===== src/rtl/ccip_avmm_pkg.sv =====
// Shared CCI-P / Avalon-MM bridge types: write-response tracker state and packed-response limits.
package ccip_avmm_pkg;

   typedef enum logic [1:0] {
      WR_TRK_IDLE  = 2'd0,
      WR_TRK_BUSY  = 2'd1,
      WR_TRK_DRAIN = 2'd2,
      WR_TRK_ACK   = 2'd3
   } t_wr_trk_state;

   localparam int CCIP_WR_MAX_PACKED_LINES = 4;

   // Lines retired by one c1 RX beat: packed responses cover cl_num+1 lines.
   function automatic logic [2:0] wr_rsp_lines(input logic       valid,
                                               input logic       is_fence,
                                               input logic       format,
                                               input logic [1:0] cl_num);
      logic [2:0] n;
      n = 3'd0;
      if (valid && !is_fence)
         n = format ? ({1'b0, cl_num} + 3'd1) : 3'd1;
      return n;
   endfunction

endpackage


===== src/rtl/avmm_ccip_wr_rsp_tracker_sat_updown_counter.sv =====
// Registered up/down counter applying a net increment/decrement per cycle, clamped to [0, MAX].
module sat_updown_counter #(
   parameter int   W          = 10,
   parameter int   MAX        = 512,
   parameter int   DW         = 3,
   parameter logic ERR_ON_OVF = 1'b1
) (
   input  logic          clk,
   input  logic          reset,
   input  logic [DW-1:0] inc,
   input  logic [DW-1:0] dec,
   output logic [W-1:0]  count,
   output logic [W-1:0]  count_next,
   output logic          err
);
   localparam int SW = W + 1;

   logic [SW-1:0] sum;
   logic          underflow;
   logic          overflow;

   always_comb begin
      sum        = {1'b0, count} + SW'(inc);
      underflow  = 1'b0;
      overflow   = 1'b0;
      count_next = count;
      if (SW'(dec) > sum) begin
         underflow  = 1'b1;
         count_next = '0;
      end else if ((sum - SW'(dec)) > SW'(MAX)) begin
         overflow   = 1'b1;
         count_next = W'(MAX);
      end else begin
         count_next = W'(sum - SW'(dec));
      end
   end

   assign err = underflow | (overflow & ERR_ON_OVF);

   always_ff @(posedge clk) begin
      if (reset) count <= '0;
      else       count <= count_next;
   end
endmodule


===== src/rtl/avmm_ccip_wr_rsp_tracker.sv =====
// Tracks outstanding c1 write lines and fences; drives credit stall, write-complete and drain handshake.
// state | meaning
// IDLE  | nothing tracked, no drain requested
// BUSY  | writes or fences in flight
// DRAIN | drain requested, waiting for counters to reach zero (stall forced)
// ACK   | drained, drain_ack held until drain_req drops
module avmm_ccip_wr_rsp_tracker
   import ccip_avmm_pkg::*;
#(
   parameter int MAX_OUTSTANDING = 512,
   parameter int STALL_MARGIN    = 8,
   parameter int CNT_W           = 10
) (
   input  logic             clk,
   input  logic             reset,
   input  logic             c1tx_valid,
   input  logic             c1tx_is_fence,
   input  logic             c1rx_valid,
   input  logic             c1rx_is_fence,
   input  logic             c1rx_format,
   input  logic [1:0]       c1rx_cl_num,
   input  logic             drain_req,
   output logic [CNT_W-1:0] outstanding_lines,
   output logic [3:0]       fences_pending,
   output logic             credit_stall,
   output logic             wr_done,
   output logic             drain_ack,
   output logic             err_underflow
);
   localparam logic [CNT_W-1:0] STALL_TH = CNT_W'(MAX_OUTSTANDING - STALL_MARGIN);

   t_wr_trk_state    state_q, next_state;
   logic [CNT_W-1:0] lines_next;
   logic [3:0]       fences_next;
   logic             lines_err, fences_err, next_empty;
   logic             wr_done_d, stall_d;
   logic             wr_done_q, stall_q, err_q;

   sat_updown_counter #(.W(CNT_W), .MAX(MAX_OUTSTANDING), .DW(3), .ERR_ON_OVF(1'b1)) u_lines (
      .clk        (clk),
      .reset      (reset),
      .inc        ({2'b00, c1tx_valid & ~c1tx_is_fence}),
      .dec        (wr_rsp_lines(c1rx_valid, c1rx_is_fence, c1rx_format, c1rx_cl_num)),
      .count      (outstanding_lines),
      .count_next (lines_next),
      .err        (lines_err)
   );

   // Fences saturate silently at 15; only underflow is an error.
   sat_updown_counter #(.W(4), .MAX(15), .DW(1), .ERR_ON_OVF(1'b0)) u_fences (
      .clk        (clk),
      .reset      (reset),
      .inc        (c1tx_valid & c1tx_is_fence),
      .dec        (c1rx_valid & c1rx_is_fence),
      .count      (fences_pending),
      .count_next (fences_next),
      .err        (fences_err)
   );

   assign next_empty = (lines_next == '0) && (fences_next == 4'd0);

   always_ff @(posedge clk) begin
      if (reset) begin
         state_q   <= WR_TRK_IDLE;
         wr_done_q <= 1'b0;
         stall_q   <= 1'b0;
         err_q     <= 1'b0;
      end else begin
         state_q   <= next_state;
         wr_done_q <= wr_done_d;
         stall_q   <= stall_d;
         err_q     <= err_q | lines_err | fences_err;
      end
   end

   always_comb begin
      next_state = state_q;
      case (state_q)
         WR_TRK_IDLE:
            if (drain_req)                     next_state = WR_TRK_DRAIN;
            else if (c1tx_valid || !next_empty) next_state = WR_TRK_BUSY;
         WR_TRK_BUSY:
            if (drain_req)       next_state = WR_TRK_DRAIN;
            else if (next_empty) next_state = WR_TRK_IDLE;
         WR_TRK_DRAIN:
            if (!drain_req)      next_state = next_empty ? WR_TRK_IDLE : WR_TRK_BUSY;
            else if (next_empty) next_state = WR_TRK_ACK;
         WR_TRK_ACK:
            if (!drain_req)      next_state = WR_TRK_IDLE;
         default:                next_state = WR_TRK_IDLE;
      endcase
   end

   always_comb begin
      wr_done_d = ((state_q == WR_TRK_BUSY)  && (next_state == WR_TRK_IDLE)) ||
                  ((state_q == WR_TRK_DRAIN) && (next_state == WR_TRK_ACK));
      stall_d   = (lines_next >= STALL_TH) || (next_state == WR_TRK_DRAIN);
   end

   assign credit_stall  = stall_q;
   assign wr_done       = wr_done_q;
   assign drain_ack     = (state_q == WR_TRK_ACK);
   assign err_underflow = err_q;
endmodule


===== config.mk =====
export PLATFORM = sky130hd
export DESIGN_NAME = avmm_ccip_wr_rsp_tracker
export DESIGN_NICKNAME = d
export VERILOG_FILES = /design/src/rtl/ccip_avmm_pkg.sv /design/src/rtl/avmm_ccip_wr_rsp_tracker_sat_updown_counter.sv /design/src/rtl/avmm_ccip_wr_rsp_tracker.sv
export SDC_FILE = /design/constraint.sdc
export NUM_CORES = 1
export LEC_CHECK = 0
export BUFFER_PORTS_ARGS = -buffer_cell sky130_fd_sc_hd__clkbuf_2
export CORE_ASPECT_RATIO = 1.5
export CORE_UTILIZATION = 60
export CTS_BUF_LIST = sky130_fd_sc_hd__clkbuf_4 sky130_fd_sc_hd__clkbuf_8
export CTS_CLUSTER_SIZE = 16
export DETAILED_ROUTE_END_ITERATION = 16
export PLACE_DENSITY = 0.82
export SYNTH_ARGS = -nofsm -noshare
export SYNTH_HDL_FRONTEND = slang
export SYNTH_SLANG_ARGS = --single-unit

===== constraint.sdc =====
create_clock -name clk -period 5.48 [get_ports clk]
set_clock_uncertainty 0.1 [all_clocks]
set_input_delay 0.274 -clock clk [delete_from_list [all_inputs] [get_ports clk]]
set_output_delay 0.274 -clock clk [all_outputs]
set_load 0.005 [all_outputs]

* After elaboration in Yosys (flattened, before gate mapping) *
Index checks and enable logic that the tools add are counted.

cells by class
  reduce and logical (&&, ||, !) cells = 13
  bitwise operators = 7
  add/sub/neg operators = 5
  mux-type cells = 19
  magnitude comparators = 5
  equality and inequality tests = 5

operators by type and width
  kind                                                                     number
  10-bit two-way mux                                                       2
  2-bit two-way mux                                                        7
  10-bit by 1-bit adder with 11-bit output                                 1
  11-bit by 10-bit > comparator with 1-bit output (second input constant)  1
  3-bit by 11-bit > comparator with 1-bit output                           1
  11-bit by 3-bit subtractor with 11-bit output                            1
  10-bit by 9-bit >= comparator with 1-bit output (second input constant)  1
  10-bit zero test                                                         1
  2-bit equality test (second input constant)                              4
  4-bit two-way mux                                                        2
  2-bit one-hot mux with 4 select lines                                    1
  3-bit two-way mux                                                        2
  4-bit by 1-bit adder with 5-bit output                                   1
  1-bit by 5-bit > comparator with 1-bit output                            1
  5-bit by 4-bit > comparator with 1-bit output (second input constant)    1
  1-bit two-way mux                                                        5
  5-bit by 1-bit subtractor with 5-bit output                              1
  1-bit logical AND                                                        4
  2-bit zero test                                                          2
  4-bit zero test                                                          1
  2-bit by 1-bit adder with 3-bit output (second input constant)           1
  1-bit bitwise AND                                                        3
  1-bit logical OR                                                         3
  1-bit bitwise OR                                                         3
  other kinds (3)                                                          4

word-level totals
  register bits = 19
  input port bits = 10
  output and inout port bits = 18
  logic and storage cells = 60

* Logic depth before layout (Yosys ltp) *
Gate-level depths: netlist (run 1).

  word-level depth = 17
  depth in mapped cells = 14
  depth with buffers taken out = 13

* Modules after synthesis *
From an unflattened synthesis (run 1), not the netlist that was laid out.

second synthesis, totals
  cells, all modules = 233
  area, all modules = 1934.4 um^2

by module, submodules not included
  module                         cells an instance  area each (um^2)  instances  sequential area each (um^2)
  sat_updown_counter (u_lines)   155                1252.5            1          200.2
  sat_updown_counter (u_fences)  39                 349.1             1          80.1
  avmm_ccip_wr_rsp_tracker       39                 332.8             1          100.1

* Worst setup path after synthesis (run 1) *
No wires, ideal clock.

  path type = input port to flip-flop
  start = input port c1tx_valid
  end = register state_q[0]
  stages on the path = 13
  library setup time = 103 ps
  slack = 2274 ps
  required time = 5277 ps
  arrival = 3002 ps
  path buffers = 0
  path through = nor2b_1 ha_1 ha_1 xor2_1 ha_1 nor2b_1 nor2_1 a21boi_1 nand3_1 o2bb2ai_1 o21ba_1 o221a_1 a2111oi_2

between the ends
  cells in the longest elaborated chain, start to end = 13
  elaborated cells on any way between the ends = 27
  classes of those cells = add/sub: 4; order compare: 4; mux: 12; bitwise: 2; reduce/logical: 5

ends and longest elaborated chain
  what                                                                                                              RTL line                                                        RTL
  start: declaration                                                                                                avmm_ccip_wr_rsp_tracker.sv:16                                  input logic c1tx_valid,
  1-bit bitwise AND (on tied branches)                                                                              avmm_ccip_wr_rsp_tracker.sv:42, avmm_ccip_wr_rsp_tracker.sv:53
  10-bit by 1-bit adder with 11-bit output or 4-bit by 1-bit adder with 5-bit output (tied branches)                avmm_ccip_wr_rsp_tracker_sat_updown_counter.sv:23               sum = {1'b0, count} + SW'(inc);
  11-bit by 3-bit subtractor with 11-bit output or 5-bit by 1-bit subtractor with 5-bit output (tied branches)      avmm_ccip_wr_rsp_tracker_sat_updown_counter.sv:30               end else if ((sum - SW'(dec)) > SW'(MAX)) begin
  11-bit by 10-bit > comparator with 1-bit output or 5-bit by 4-bit > comparator with 1-bit output (tied branches)  avmm_ccip_wr_rsp_tracker_sat_updown_counter.sv:30
  10-bit two-way mux or 4-bit two-way mux (tied branches)                                                           avmm_ccip_wr_rsp_tracker_sat_updown_counter.sv:30
  10-bit two-way mux or 4-bit two-way mux (tied branches)                                                           avmm_ccip_wr_rsp_tracker_sat_updown_counter.sv:27               if (SW'(dec) > sum) begin
  10-bit zero test or 4-bit zero test (tied branches)                                                               avmm_ccip_wr_rsp_tracker.sv:60                                  assign next_empty = (lines_next == '0) && (fences_next == 4'd0);
  1-bit logical AND                                                                                                 avmm_ccip_wr_rsp_tracker.sv:60
  1-bit zero test                                                                                                   avmm_ccip_wr_rsp_tracker.sv:81                                  else if (c1tx_valid || !next_empty) next_state = WR_TRK_BUSY;
  1-bit logical OR                                                                                                  avmm_ccip_wr_rsp_tracker.sv:81
  2-bit two-way mux                                                                                                 avmm_ccip_wr_rsp_tracker.sv:81
  2-bit two-way mux                                                                                                 avmm_ccip_wr_rsp_tracker.sv:80                                  if (drain_req) next_state = WR_TRK_DRAIN;
  2-bit one-hot mux with 4 select lines *                                                                           avmm_ccip_wr_rsp_tracker.sv:78                                  case (state_q)
  end signal: assignment                                                                                            avmm_ccip_wr_rsp_tracker.sv:69                                  state_q <= next_state;
  end: declaration                                                                                                  avmm_ccip_wr_rsp_tracker.sv:32                                  t_wr_trk_state state_q, next_state;

Mark *: on every way between the ends. The rest lies on a longest branch, timed or not.
A chain may end at the register's enable or synchronous reset.

* Worst setup path after layout (run 1) *
  start = register u_lines.count[0]
  end = register state_q[0]

between the ends
  cells in the longest elaborated chain, start to end = 12
  elaborated cells on any way between the ends = 18
  classes of those cells = add/sub: 2; order compare: 2; mux: 10; reduce/logical: 4

ends and longest elaborated chain
  what                                             RTL line                                           RTL
  start: declaration                               avmm_ccip_wr_rsp_tracker_sat_updown_counter.sv:12  output logic [W-1:0] count,
  start signal: assignment                         avmm_ccip_wr_rsp_tracker_sat_updown_counter.sv:42  else count <= count_next;
  10-bit by 1-bit adder with 11-bit output *       avmm_ccip_wr_rsp_tracker_sat_updown_counter.sv:23
  11-bit by 3-bit subtractor with 11-bit output    avmm_ccip_wr_rsp_tracker_sat_updown_counter.sv:30
  11-bit by 10-bit > comparator with 1-bit output  avmm_ccip_wr_rsp_tracker_sat_updown_counter.sv:30
  10-bit two-way mux                               avmm_ccip_wr_rsp_tracker_sat_updown_counter.sv:30
  10-bit two-way mux *                             avmm_ccip_wr_rsp_tracker_sat_updown_counter.sv:27
  10-bit zero test *                               avmm_ccip_wr_rsp_tracker.sv:60
  1-bit logical AND *                              avmm_ccip_wr_rsp_tracker.sv:60
  1-bit zero test                                  avmm_ccip_wr_rsp_tracker.sv:81
  1-bit logical OR                                 avmm_ccip_wr_rsp_tracker.sv:81
  2-bit two-way mux                                avmm_ccip_wr_rsp_tracker.sv:81
  2-bit two-way mux                                avmm_ccip_wr_rsp_tracker.sv:80
  2-bit one-hot mux with 4 select lines *          avmm_ccip_wr_rsp_tracker.sv:78

Marked as above.

==> impl_results.md, run 1 <==
- Max FO, Critical Path: 6
- Syn_area_per_cell: between 7 and 8 sq um
- DRC violations left: 0
- Met2 WL: about 2.2 mm
- Final Core Density: 0.695
- CTS HTree Levels: 1
- Fin. Hold Viols: 0
- Data arrival, critical path: 3770 ps
- Peak supply drop: between 0.0002 and 0.00025 V
- Async SR Flop Fraction: 0
- Type of origin of the critical path: flip-flop
- Largest net degree at the start of global routing: 12
- CTS root buf: clkbuf_8
- NumNets Final: around 260
- Die Wd: about 45 um
- # IOs: 28
- Reg2Reg Setup Slack: between 1500 and 2000 ps
- DP HPWL: 3.21 mm
- Total Routing Usage GR: 0.300
- Worst Path Required: between 5000 and 6000 ps
- FF-to-FF Start: u_lines.count[0]
- Clock transition at the registers of the reported paths: roughly 80 ps
- Multiplexer share of the synthesized area: 0.00602
- Hold Path Origin: reset
- Post-route ant nets: 0
- Post-Synth Simple-Gate Area: 0.337
- Diode count: 0
- Max Slew Vio Count: 0
- Die Y: about 66 um
- R2R Path End: state_q[0]
- Via Count: around 1600
- Avg WL per Cell: 15.0 um
- Status: completed
- Pwr Total: between 800 and 900 uW
- Critical path class: flip-flop to flip-flop
- Fin crit period: between 3000 and 4000 ps
- Critical Path Start: u_lines.count[0]
- Netlist Area Pre-Place: between 0.0015 and 0.002 sq mm
- Yosys cell types: 54
- Synth warn: 0
- Most frequent CP cell: ha_1
- DRT Pass-1 Iters: 4
- EDFF count, synth: 0
- Routability Congestion: between 0.8 and 0.9
- Tcrit/Tclk final: 0.678
- Clk_lat worst skew: ~270 ps
- Metal1 wirelength: 1.58 mm
- PD cells: approximately 480 mW/mm^2
- CTS Buffer Depth: 2
- Final non-filler cell area: 0.00184 sq mm
- Worst slew pin tran: around 670 ps
- Max_cap viols: 0
- Grt total ovfl: 0
- Row cnt: 23
- Critical Path Sink Type: flip-flop
- CTS tree: built
- Critical Path Sink: state_q[0]
- Seq/Total Area, Yosys: 0.229
- Largest family of logic cells by synthesized area: simple AND/OR/NAND/NOR gates
- XOR/XNOR share of the synthesized area: 0.0737
- Worst slew margin: 0.556
- DP Area: roughly 0.0018 sq mm
- Area growth, synth to finish: 10.6%
- Type of the tightest min-delay check: input pin to flip-flop
- Worst path max stage delay: 390 ps
- Layout cells sized above 1: 0.188
- 1st-iter DRT viols: 41
- Sink Count: 19
- Top layer in use: met4
- # resized after CTS: 0
- Initial core utilization: 0.628
- DIE AREA: approximately 0.0030 sq mm
- Total Routed Length: a little over 4 mm
- Hold buffers post-CTS: 0
- Fmax: roughly 270 MHz
- R2R depth: 12
- Compound-cell area share of the yosys netlist: 0.210
- Syn_nets: ~230
- # Post-CTS Setup Buffers: 0
- Mapped Cells: 211
- Synth Area in Adders: 0.0873
- Inserted Clock Buffers: 3
- Static Leak: ~0.77 nW
- Port bufs: 27
- CP max-delay cell: nor2_1
- Placeable Area: ~0.0026 sq mm
- Vias in the first global route: around 1600
- Initial antenna violation count: 0
- WHS: between 200 and 250 ps
- Setup TNS Final: 0 ps
- Crit path cell chain: ha_1 -> ha_1 -> xor2_1 -> ha_1 -> nor2b_1 -> nor2_1 -> a21boi_1 -> nand3_1 -> o2bb2ai_1 -> o21ba_1 -> o221a_1 -> a2111oi_2
- Ys flop type: dfxtp_1
- RSZ-0062 raised after global routing: false
- First-pass GRT wire length: 6.62 mm
- Synth Register Bits: 19
- Final setup viols: 0
- Routed vias/inst: 6.08
- WL met3: about 80 um
==> routing by layer <==
| layer | vias up | GRT usage |
|---|---|---|
| li1 | 819 | - |
| met1 | 773 | 0.282 |
| met2 | 40 | 0.578 |
| met3 | 17 | 0.0244 |
| met4 | 0 | 0.197 |
| met5 | - | 0 |
==> cell families (layout without fill, tap and decap cells) <==
kind of cell	after synthesis	in the layout
mux	1	1
buf+inv	19	42
xor+xnor	14	14
simple gates	99	99
compound gates	48	48
fa+ha+maj	11	11
flops	19	19
==> how the worst min path moves through the flow <==
stage                     to  slack, ps  cells past startpoint
2_1_floorplan     state_q[1]        360                      2
3_3_place_gp   err_underflow        360                      2
3_5_place_dp   err_underflow        360                      2
4_1_cts           state_q[0]        240                      2
5_1_grt           state_q[0]        270                      2
6_report          state_q[0]        250                      2
==> sequential cells by signal (all words and copies together), names as in the netlist <==
signal	flops
u_fences.count	4
u_lines.count	10
err_underflow	1
credit_stall	1
wr_done	1
state_q	2
==> through the flow <==
stage	cells	setup WS, ps
3_5_place_dp	267	1670
6_report	271	1760
3_3_place_gp	267	1770
2_1_floorplan	211	2270
5_1_grt	271	1580
4_1_cts	271	1800
==> worst max-delay path, delay by kind of cell (launching register included) <==
family / cells / cell delay (ps)
AOI/OAI and AO/OA: 5 / 1380
adders and majority gates: 3 / 880
and+or+nand+nor: 3 / 710
DFF: 1 / 340
xor gates and xnor gates: 1 / 190
==> power by group <==
group | internal, mW | switching [mW]
combinational | 0.238 | 0.313
clock | 0.0568 | 0.0498
sequential | 0.174 | 0.0481
==> cell usage in the layout (no fill, tap or decap), types with 3 or more instances in the layout <==
| cell | instances |
|---|---|
| xor2_1 | 6 |
| nor2_2 | 5 |
| nand2b_1 | 4 |
| inv_1 | 11 |
| a21oi_1 | 10 |
| and2_1 | 6 |
| xnor2_1 | 8 |
| nor2_1 | 18 |
| a21boi_1 | 3 |
| nor2b_1 | 7 |
| nand3_1 | 13 |
| clkbuf_8 | 3 |
| dfxtp_1 | 19 |
| o21ai_0 | 6 |
| and3_1 | 6 |
| nand4_1 | 3 |
| a31oi_1 | 5 |
| ha_1 | 10 |
| clkbuf_2 | 27 |
| nor3_1 | 6 |
| nand2_1 | 11 |
| nor3b_1 | 3 |
| and4_1 | 3 |
==> area by class of cell <==
type / count / area, sq um
Clock buffer: 4 / 48.8
Sequential cell: 19 / 380
Multi-Input combinational cell: 173 / 1190
Tap cell: 37 / 46.3
Timing Repair Buffer: 27 / 135
Inverter: 11 / 41.3
Fill cell: 244 / 808
==> cell usage after synthesis (all sizes together), types with 3 or more instances <==
master,number,share of area
nor2,23,0.059
dfxtp,19,0.23
nand3,13,0.039
a21oi,11,0.035
inv,11,0.025
nand2,11,0.025
ha,10,0.075
and3,8,0.034
o21ai,8,0.024
xnor2,8,0.042
nor2b,7,0.026
and2,6,0.023
nor3,6,0.018
xor2,6,0.032
a31oi,5,0.019
a21boi,4,0.018
buf,4,0.023
clkbuf,4,0.0090
nand2b,4,0.015
a211oi,3,0.021
and4,3,0.016
nand4,3,0.011
nor3b,3,0.014
Note: power is estimated with default switching activity, not from simulation.
==> inputs of run 2 (changes only) <==
--- a/config.mk
+++ b/config.mk
@@ -7,11 +7,11 @@
 export LEC_CHECK = 0
 export BUFFER_PORTS_ARGS = -buffer_cell sky130_fd_sc_hd__clkbuf_2
 export CORE_ASPECT_RATIO = 1.5
-export CORE_UTILIZATION = 60
+export CORE_UTILIZATION = 58
 export CTS_BUF_LIST = sky130_fd_sc_hd__clkbuf_4 sky130_fd_sc_hd__clkbuf_8
 export CTS_CLUSTER_SIZE = 16
 export DETAILED_ROUTE_END_ITERATION = 16
-export PLACE_DENSITY = 0.82
+export PLACE_DENSITY = 0.8
 export SYNTH_ARGS = -nofsm -noshare
 export SYNTH_HDL_FRONTEND = slang
 export SYNTH_SLANG_ARGS = --single-unit
==> constraint.sdc (replaced) <==
create_clock -name clk -period 3.43 [get_ports clk]
set_clock_uncertainty 0.1 [all_clocks]
set_input_delay 0.1715 -clock clk [delete_from_list [all_inputs] [get_ports clk]]
set_output_delay 0.1715 -clock clk [all_outputs]
set_load 0.005 [all_outputs]
==> impl_results.md, run 2 (synthesized netlist as in run 1, its figures left out) <==
- Internal power: approximately 780 uW
- Non-filler cells, final: approximately 270
- Pre-CTS setup slack: 25.0 ps
- Initial core utilization: 0.615
- First-pass GRT wire length: slightly below 6 mm
- FF-to-FF Start: u_lines.count[0]
- Commonest non-fill, non-tap cells in the layout: clkbuf_2 (27), dfxtp_1 (19), nor2_1 (17)
- Static Leak: approximately 0.8 nW
- Sw Ratio: 0.457
- Type of origin of the critical path: flip-flop
- Clk pwr share: 0.110
- R2R Path End: state_q[0]
- WL met3: 111 um
- Routed vias/inst: 5.97
- # IOs: 28
- Reg2Reg Setup Slack: 190 ps
- Die Wd: 45.7 um
- Max_cap viols: 0
- R2R depth: 12
- Top reg by flops: u_lines.count
- Via Count: 1637
- Clock transition at the registers of the reported paths: 80 ps
- Hold Path Origin: reset
- Dpl cells: 270
- DP HPWL: 3.08 mm
- Largest net degree at the start of global routing: 12
- Hold EP: state_q[0]
- Row cnt: 23
- Grt total ovfl: 0
- Initial antenna violation count: 0
- Data arrival, critical path: around 3300 ps
- Switch Pwr: between 600 and 700 uW
- Total Routed Length: roughly 3.8 mm
- Type of the tightest min-delay check: input pin to flip-flop
- Sink Count: 19
- DIE AREA: ~0.0031 sq mm
- Metal1 wirelength: 1.50 mm
- Number of flip-flops under the largest register name: 10
- DRC violations left: 0
- Tcrit/Tclk final: 0.945
- Vias in the first global route: about 1500
- Met2 WL: 2.10 mm
- Fmax: approximately 310 MHz
- Max FO, Critical Path: 6
- Fin crit period: 3240 ps
- Clk_lat worst skew: approximately 260 ps
- Avg WL per Cell: roughly 14 um
- Diode count: 0
- Worst slew margin: 0.651
- # Post-CTS Setup Buffers: 0
- Worst slew pin tran: between 500 and 600 ps
- Final Core Density: 0.694
- Status: completed
- Fin. Hold Viols: 0
- Top layer in use: met4
- Setup ws final: between 150 and 200 ps
- Combinational Power Share: 0.643
- Post-route ant nets: 0
- RSZ-0062 raised after global routing: false
- CTS tree: built
- Total Routing Usage GR: 0.263
- Commonest non-fill, non-tap cell in the layout: clkbuf_2
- WHS Path Cells: 2
- PD cells: about 770 mW/mm^2
- CTS Buffer Depth: 2
- Worst Path Required: 3490 ps
- Reg power frac: 0.247
- Inserted Clock Buffers: 3
- Pwr Total: 1.44 mW
- Placeable Area: 0.00271 sq mm
- 1st-iter DRT viols: a little over 40
- Critical path class: flip-flop to flip-flop
- CTS HTree Levels: 1
- Max Slew Vio Count: 0
- Final setup viols: 0
- DRT Pass-1 Iters: 4
- Setup TNS Final: 0 ps
- Peak supply drop: just over 0.0004 V
- Top Registers: u_lines.count: 10 flops, u_fences.count: 4 flops, state_q: 2 flops
- Area growth, synth to finish: 12.9%
- CTS root buf: clkbuf_8
- NumNets Final: around 260
- Layout cells sized above 1: 0.211
- Critical Path Sink Type: flip-flop
- Port bufs: 27
- Routability Congestion: about 0.89
- Die Y: just under 70 um
-- run 2: power groups by stage --
stage	clock (mW)	combinational (mW)	sequential (mW)
after floorplan	0	0.707	0.332
after global placement	0	0.870	0.358
after detailed placement	0	0.883	0.360
after CTS	0.160	0.894	0.355
after global routing	0.171	1.02	0.365
final	0.158	0.927	0.356
-- run 2: final cells by class --
class                      count  area [sq um]
clock inverter                 1          5.00
timing repair buffer          30           158
tap                           37          46.3
clock buffer                   3          41.3
multi-input combinational    173          1210
sequential                    19           380
inverter                      11          41.3
fill                         247           827
-- run 2: worst max path at each step --
stage                           from          endpoint  slack, ps  depth (start not counted)
global placement          c1tx_valid  u_lines.count[3]        160                         14
CTS                 u_lines.count[0]  u_lines.count[3]         60                         12
finish              u_lines.count[0]        state_q[0]        190                         12
floorplan           u_lines.count[0]        state_q[0]        290                         12
global route        u_lines.count[0]        state_q[0]          8                         12
detailed placement        c1tx_valid  u_lines.count[3]         20                         14
-- run 2: metrics by stage --
step                      hold slack (ps)  instance area (sq um)
final                                 127                   1880
after detailed placement              370                   1810
after floorplan                       254                   1660
after global placement                359                   1810
after CTS                             118                   1860
after global routing                  136                   1880
-- run 2: timing repair --
item / in CTS / in global routing
resized for setup: 0 / 4
hold buffers: 0 / 0
endpoints found under the setup margin: 0 / 9
-- run 2: layer usage --
| metal | up-vias | GRT usage |
|---|---|---|
| met2 | 45 | 0.516 |
| li1 | 822 | - |
| met4 | 0 | 0.121 |
| met3 | 14 | 0.0321 |
| met1 | 756 | 0.256 |
| met5 | - | 0 |
-- run 2: worst max-delay path, cell delays in order (launching register included) --
cell and delay (ps):
dfxtp_1 330, ha_1 230, ha_1 280, xor2_1 190, ha_1 360, nor2b_1 170
nor2_2 160, a21boi_4 230, nand3_1 120, o2bb2ai_1 220, o21ba_1 220, o221a_1 250
a2111oi_2 270
